$ cat config.mk
export PLATFORM = sky130hd
export DESIGN_NAME = write_back
export DESIGN_NICKNAME = d
export VERILOG_FILES = /design/src/rtl/write_back.sv
export SDC_FILE = /design/constraint.sdc
export NUM_CORES = 2
export LEC_CHECK = 0
export CORE_AREA = 8 8 364 366
export CTS_BUF_LIST = sky130_fd_sc_hd__clkbuf_16
export CTS_CLUSTER_SIZE = 14
export DETAILED_ROUTE_END_ITERATION = 7
export DIE_AREA = 0 0 372 374
export PLACE_DENSITY = 0.68
export SLEW_MARGIN = 40
export SYNTH_ARGS = -nofsm -noshare
export SYNTH_HDL_FRONTEND = slang
export SYNTH_SLANG_ARGS = --single-unit
export TNS_END_PERCENT = 1
$ cat constraint.sdc
create_clock -name clk -period 7.02 [get_ports clk]
set_clock_uncertainty 0.2 [all_clocks]
set_input_delay 1.404 -clock clk [delete_from_list [all_inputs] [get_ports clk]]
set_output_delay 1.404 -clock clk [all_outputs]
set_load 0.05 [all_outputs]
$ cat src/rtl/write_back.sv
// write_back: final pipeline stage. Retires the instruction from the
// memory-access stage, owns the integer register file (x0 hardwired to zero),
// serves two combinational read ports with same-cycle write bypass, and keeps
// the instret/cycle counters plus an illegal-opcode pulse.
//
// Ports:
//   clk            rising-edge clock
//   rst_n          synchronous active-low reset
//   halt           suppresses retirement this cycle
//   wb_valid       instruction_in/wb_data_in carry a real instruction
//   instruction_in retiring instruction word
//   wb_data_in     result to write into rd
//   rs1_addr/rs2_addr, rs1_data/rs2_data  combinational read ports
//   fwd_rd/fwd_data  rd and value written on the previous edge (rd=0 if none)
//   instret/cycle  retired-instruction and cycle counters (wrap)
//   illegal_instr  one-cycle pulse when an unsupported opcode retires
module write_back #(
  parameter int unsigned XLEN  = 32,
  parameter int unsigned NREG  = 32,
  parameter int unsigned CNT_W = 64
) (
  input  logic             clk,
  input  logic             rst_n,
  input  logic             halt,
  input  logic             wb_valid,
  input  logic [XLEN-1:0]  instruction_in,
  input  logic [XLEN-1:0]  wb_data_in,
  input  logic [4:0]       rs1_addr,
  input  logic [4:0]       rs2_addr,
  output logic [XLEN-1:0]  rs1_data,
  output logic [XLEN-1:0]  rs2_data,
  output logic [4:0]       fwd_rd,
  output logic [XLEN-1:0]  fwd_data,
  output logic [CNT_W-1:0] instret,
  output logic [CNT_W-1:0] cycle,
  output logic             illegal_instr
);

  localparam logic [6:0] OPC_OP     = 7'b0110011;
  localparam logic [6:0] OPC_OP_IMM = 7'b0010011;
  localparam logic [6:0] OPC_LUI    = 7'b0110111;
  localparam logic [6:0] OPC_AUIPC  = 7'b0010111;
  localparam logic [6:0] OPC_LOAD   = 7'b0000011;
  localparam logic [6:0] OPC_JAL    = 7'b1101111;
  localparam logic [6:0] OPC_JALR   = 7'b1100111;
  localparam logic [6:0] OPC_STORE  = 7'b0100011;
  localparam logic [6:0] OPC_BRANCH = 7'b1100011;

  logic [XLEN-1:0]  r_regs [1:NREG-1];
  logic [4:0]       r_fwd_rd;
  logic [XLEN-1:0]  r_fwd_data;
  logic [CNT_W-1:0] r_instret;
  logic [CNT_W-1:0] r_cycle;
  logic             r_illegal;

  logic [6:0] w_opc;
  logic [4:0] w_rd;
  logic       w_valid;
  logic       w_writes;
  logic       w_legal;
  logic       w_retire;
  logic       w_we;

  assign w_opc = instruction_in[6:0];
  assign w_rd  = instruction_in[11:7];

  // Only a definite 1 on wb_valid counts; X/Z is treated as a bubble.
  assign w_valid = (wb_valid === 1'b1);

  always_comb begin
    w_writes = 1'b0;
    w_legal  = 1'b0;
    case (w_opc)
      OPC_OP, OPC_OP_IMM, OPC_LUI, OPC_AUIPC,
      OPC_LOAD, OPC_JAL, OPC_JALR: begin
        w_writes = 1'b1;
        w_legal  = 1'b1;
      end
      OPC_STORE, OPC_BRANCH: w_legal = 1'b1;
      default: ;
    endcase
  end

  assign w_retire = rst_n & w_valid & ~halt;
  assign w_we     = w_retire & w_writes & (w_rd != 5'd0) & (32'(w_rd) < NREG);

  // Read ports: x0 and out-of-range addresses read zero; a write landing on
  // this edge is bypassed so decode sees it in the same cycle.
  always_comb begin
    rs1_data = '0;
    if (rs1_addr != 5'd0 && 32'(rs1_addr) < NREG) begin
      if (w_we && w_rd == rs1_addr) rs1_data = wb_data_in;
      else                          rs1_data = r_regs[rs1_addr];
    end
  end

  always_comb begin
    rs2_data = '0;
    if (rs2_addr != 5'd0 && 32'(rs2_addr) < NREG) begin
      if (w_we && w_rd == rs2_addr) rs2_data = wb_data_in;
      else                          rs2_data = r_regs[rs2_addr];
    end
  end

  always_ff @(posedge clk) begin
    if (!rst_n) begin
      for (int unsigned i = 1; i < NREG; i++) r_regs[i] <= '0;
      r_fwd_rd   <= '0;
      r_fwd_data <= '0;
      r_instret  <= '0;
      r_cycle    <= '0;
      r_illegal  <= 1'b0;
    end else begin
      r_cycle <= r_cycle + 1'b1;
      if (w_we) begin
        r_regs[w_rd] <= wb_data_in;
        r_fwd_data   <= wb_data_in;
      end
      r_fwd_rd <= w_we ? w_rd : 5'd0;
      if (w_retire && w_legal) r_instret <= r_instret + 1'b1;
      r_illegal <= w_retire & ~w_legal;
    end
  end

  assign fwd_rd        = r_fwd_rd;
  assign fwd_data      = r_fwd_data;
  assign instret       = r_instret;
  assign cycle         = r_cycle;
  assign illegal_instr = r_illegal;

endmodule

* Yosys cells after proc, flatten, opt, wreduce, memory -nomap -nowiden
Memories as Yosys holds them, arrays and structs flattened. Cells that the tools add are included.
Storage, ports and cells: register bits 166, bits in writable memories 992, input port bits 78, output and inout bits 230, logic and storage cells 50, memories 1
Memory list:
- r_regs | depth 31, bits a word 32, rd ports 2, clocked after Yosys merged registers in 0, write ports 31, RTL line 49 | logic [XLEN-1:0] r_regs [1:NREG-1];
Cells by class: $add $sub $neg 2, eq/ne operators 12, multiplexer cells 13, bitwise logic cells 7, reductions and logical operators 10
Operators by type and width (number):
- 2-to-1 mux 32 bit | 5
- adder 64 x 1 -> 64 bit (second input constant) | 2
- OR reduction 32 bit | 1
- == test 7 x 6 -> 1 bit (second input constant) | 3
- == test 7 bit (second input constant) | 3
- nonzero test 5 bit | 3
- == test 7 x 5 -> 1 bit (second input constant) | 2
- == test 5 bit | 2
- OR reduction 9 bit | 1
- == test 7 x 2 -> 1 bit (second input constant) | 1
- 2-to-1 mux 1 bit | 7
- OR reduction 7 bit | 1
- bitwise AND 1 bit | 5
- 2-to-1 mux 5 bit | 1
- logical AND 1 bit | 3
- NOT 1 bit | 2
- AND reduction 2 bit | 1
- === test 1 bit (second input constant) | 1

* Longest topological paths before layout
depth in word-level cells 10, depth in mapped cells 9, depth with buffers taken out 6

* Worst setup path after synthesis
Ideal clock, no wire load.
kind in2reg, from input port instruction_in[4], to memory r_regs[18][0], enable pin, setup time 0.470 ns, arrival 5.224 ns, setup slack 1.126 ns, stages on the path 9, path buffers 4, path through nand2b_1 a21oi_4 and3_1 buf_2 nand2_2 buf_2 buf_2 buf_2 o31ai_1
RTL lines:
- start: declaration | RTL line 26 | input logic [XLEN-1:0] instruction_in,
- end: declaration | RTL line 49

* Final worst setup path
from input port rs2_addr[3], to output port rs2_data[16]
Between the ends: cells in the longest elaborated chain, start to end 4, elaborated cells on any way between the ends 6, those cells by class eq/ne: 1; mux: 2; reduce/logical: 2; memory: 1
Ends and longest elaborated chain:
- start: declaration | RTL line 29 | input logic [4:0] rs2_addr,
- branches (longest 3 deep; another with memory read (31 x 32 bit))
- 2-to-1 mux 32 bit (*) | RTL line 99 | if (rs2_addr != 5'd0 && 32'(rs2_addr) < NREG) begin
- end: declaration | RTL line 31 | output logic [XLEN-1:0] rs2_data,
Mark *: on every way between the ends.

==> impl_metrics.csv <==
group,metric,value,unit
status,status,"finished clean",
global_route,met3_usage,8.76,%
power,leakage,0.0219,uW
timing,max_freq,0.149,GHz
global_route,grt_pass1_wl,318000,um
synthesis,synthesis.instances,4666,
timing,period_share,95.3,%
setup_path,cp.required,5.42,ns
final_layout,layout.nets,4786,
cts,cts_hold_buf,0,
global_route,antenna_found_initial,4,
synthesis,ys_types,70,
final_layout,fin_cells,6477,
synthesis,ys_ff_latch,1190,
synthesis,synth-main-ff-cell,"edfxtp_1",
synthesis,avgSynthCellArea,13.5,um2
synthesis,synth_enable_flop_cells,1024,
timing,relSlewSlack,39.9,%
hold_path,hold_class,"register to register",
cts,cts_buffers,130,
timing,finalHoldViolCount,0,
timing,slew_violations,0,
drt,drtPass1Iterations,6,
placement,dp_hpwl,134000,um
global_route,grt-ovfl-total,0,
cts,clk_path_buf_depth,3,
timing,setup_violations,0,
drt,drc,0,
cts,worstSkewPairLatency,0.77,ns
global_route,grt_usage,30.7,%
cts,cts_tree,"built",
timing,worst_pin_slew,0.901,ns
die,num_rows,131,
power,power_density,240,nW/um2
cts,postCtsResizedCells,0,
drt,via_per_inst,7.45,
placement,gp_congestion,0.885,
final_layout,drive_above_1_share,23.1,%
run,cap_viol_max_count,0,
global_route,grtUsageMet1,40.0,%
drt,wire_per_inst,34.0,um
setup_path,cp-end-kind,"primary output",
timing,tns,0,ns
die,die_h,374,um
global_route,grtUsageMet2,46.5,%
timing,rsz0062_at_grt,"no",
final_layout,syn_to_final_growth,14.6,%
synthesis,syn-cell-area,62800,um2
final_layout,post-route-util,56.8,%
cts,h-tree-depth,4,
global_route,first_global_vias,46641,
synthesis,async_flop_share,0,%
final_layout,multi_input_area,26300,um2
die,dieArea,139000,um2
cts,cts_setup_buffers,0,
cts,cts.reportedPaths.clkPinSlew,0.06,ns
drt,drt_wl_total,220000,um
setup_path,critPathKind,"input pin to primary output",
die,design.core.area,127000,um2
placement,io_buffers,287,
drt,drt_iter0_markers,7737,
setup_path,cp-start-kind,"input pin",
power,peakVddDrop,0.307,mV
final_layout,register_area,34100,um2
cts,root_buffer,"clkbuf_16",
die,ios,308,
synthesis,yosysWarnings,0,
setup_path,critPathArrivalTime,5.09,ns
global_route,busiest_layer,"met2",
synthesis,ys_seq_area_share,54.3,%
placement,placed_cells,6233,
setup_path,crit_fanout,18,
global_route,grt_max_degree,103,
drt,ant_nets,0,
timing,min_period,6.69,ns
die,die_x,372,um
drt,via_count,48228,
final_layout,fill_cells,10007,
die,start_util,49.6,%
cts,numClockSinks,1190,
## cells in the mapped netlist (all sizes together), types with 15 or more instances
library cell / n / area [um2]
edfxtp: 1024 / 30700
nor4: 912 / 5790
mux4: 508 / 11400
clkbuf: 487 / 1830
buf: 180 / 955
dfxtp: 166 / 3320
o22ai: 156 / 976
o21ai: 132 / 664
nand2: 123 / 464
and2: 108 / 676
mux2i: 95 / 951
a21oi: 91 / 467
nand3: 76 / 398
or4: 76 / 571
o31ai: 75 / 563
inv: 62 / 233
a211oi: 61 / 458
nor2: 60 / 225
nand4: 54 / 380
or3: 40 / 251
a22oi: 30 / 225
xor2: 24 / 210
xnor2: 22 / 193
nor3: 15 / 85.1
## power by group
part / switching [uW] / internal, uW
clock network: 2890 / 3850
logic: 1550 / 856
registers: 159 / 7980
## state kept, by name, summed over array words and instances (netlist names)
name	cells
illegal_instr	1
fwd_rd	5
fwd_data	32
r_regs	1024
instret	64
cycle	64
## worst paths after layout
path                                               start                       end  slack, ns  cells after the start
worst max-delay path                         rs2_addr[3]              rs2_data[16]       0.33                      8
worst min register to register  fwd_data[9]$_SDFFE_PN0P_  fwd_data[9]$_SDFFE_PN0P_       0.26                      2
worst min-delay path            fwd_data[9]$_SDFFE_PN0P_  fwd_data[9]$_SDFFE_PN0P_       0.26                      2
worst max register to register   instret[7]$_SDFFE_PN0P_  instret[54]$_SDFFE_PN0P_       4.21                      5
## stage by stage
step	hold WS [ns]	setup WS [ns]	area, um2	total power (uW)
after CTS	0.260	0.516	71900	17300
after global routing	0.280	0.399	71900	17600
final	0.255	0.330	71900	17300
after detailed placement	0.248	0.513	67700	10600
after floorplan	0.470	1.13	62900	9660
after global placement	0.243	0.576	67600	10600
## placed cells by master, fill, tap and decap left out, types with 76 or more instances in the layout
cell type	n
nor4_1	905
o21ai_0	131
or4_1	76
mux2i_1	95
and2_1	107
dfxtp_1	166
mux4_2	508
inv_1	77
clkdlybuf4s50_1	216
nand2_1	119
edfxtp_1	1024
clkbuf_16	139
a21oi_1	90
buf_4	283
o22ai_1	156
## cell type report
type,count,share of cell area [%]
timing repair buffer,544,7.07
antenna,5,0.0174
inverter,62,0.330
clock buffer,139,4.83
clock inverter,97,0.883
multi-input combinational,2778,36.6
tap,1662,2.89
sequential,1190,47.4
## layer usage
layer | vias to the layer above | part of all wire [%]
li1 | 19544 | -
met1 | 24110 | 35
met2 | 3817 | 45
met3 | 755 | 14
met4 | 2 | 6.3
met5 | - | 0.0054
## worst max-delay path, cell delays in order
cell	delay, ns
clkdlybuf4s50_1	0.84
or3_2	0.78
buf_12	0.28
o22ai_1	0.11
or4_1	0.47
o21ai_0	0.70
buf_4	0.27
buf_4	0.20
## cell families (layout without fill, tap and decap cells)
logic type / Yosys count / after routing / share of synthesized area [%]
flops: 1190 / 1190 / 54.3
other cells: 1 / 37 / 0.00597
mux: 606 / 606 / 19.8
simple gates: 1526 / 1526 / 14.8
fa+ha+maj: 2 / 2 / 0.0399
xor+xnor: 46 / 46 / 0.642
buf+inv: 729 / 842 / 4.80
compound gates: 566 / 566 / 5.63
No activity file was read; power rests on OpenSTA's default activity.
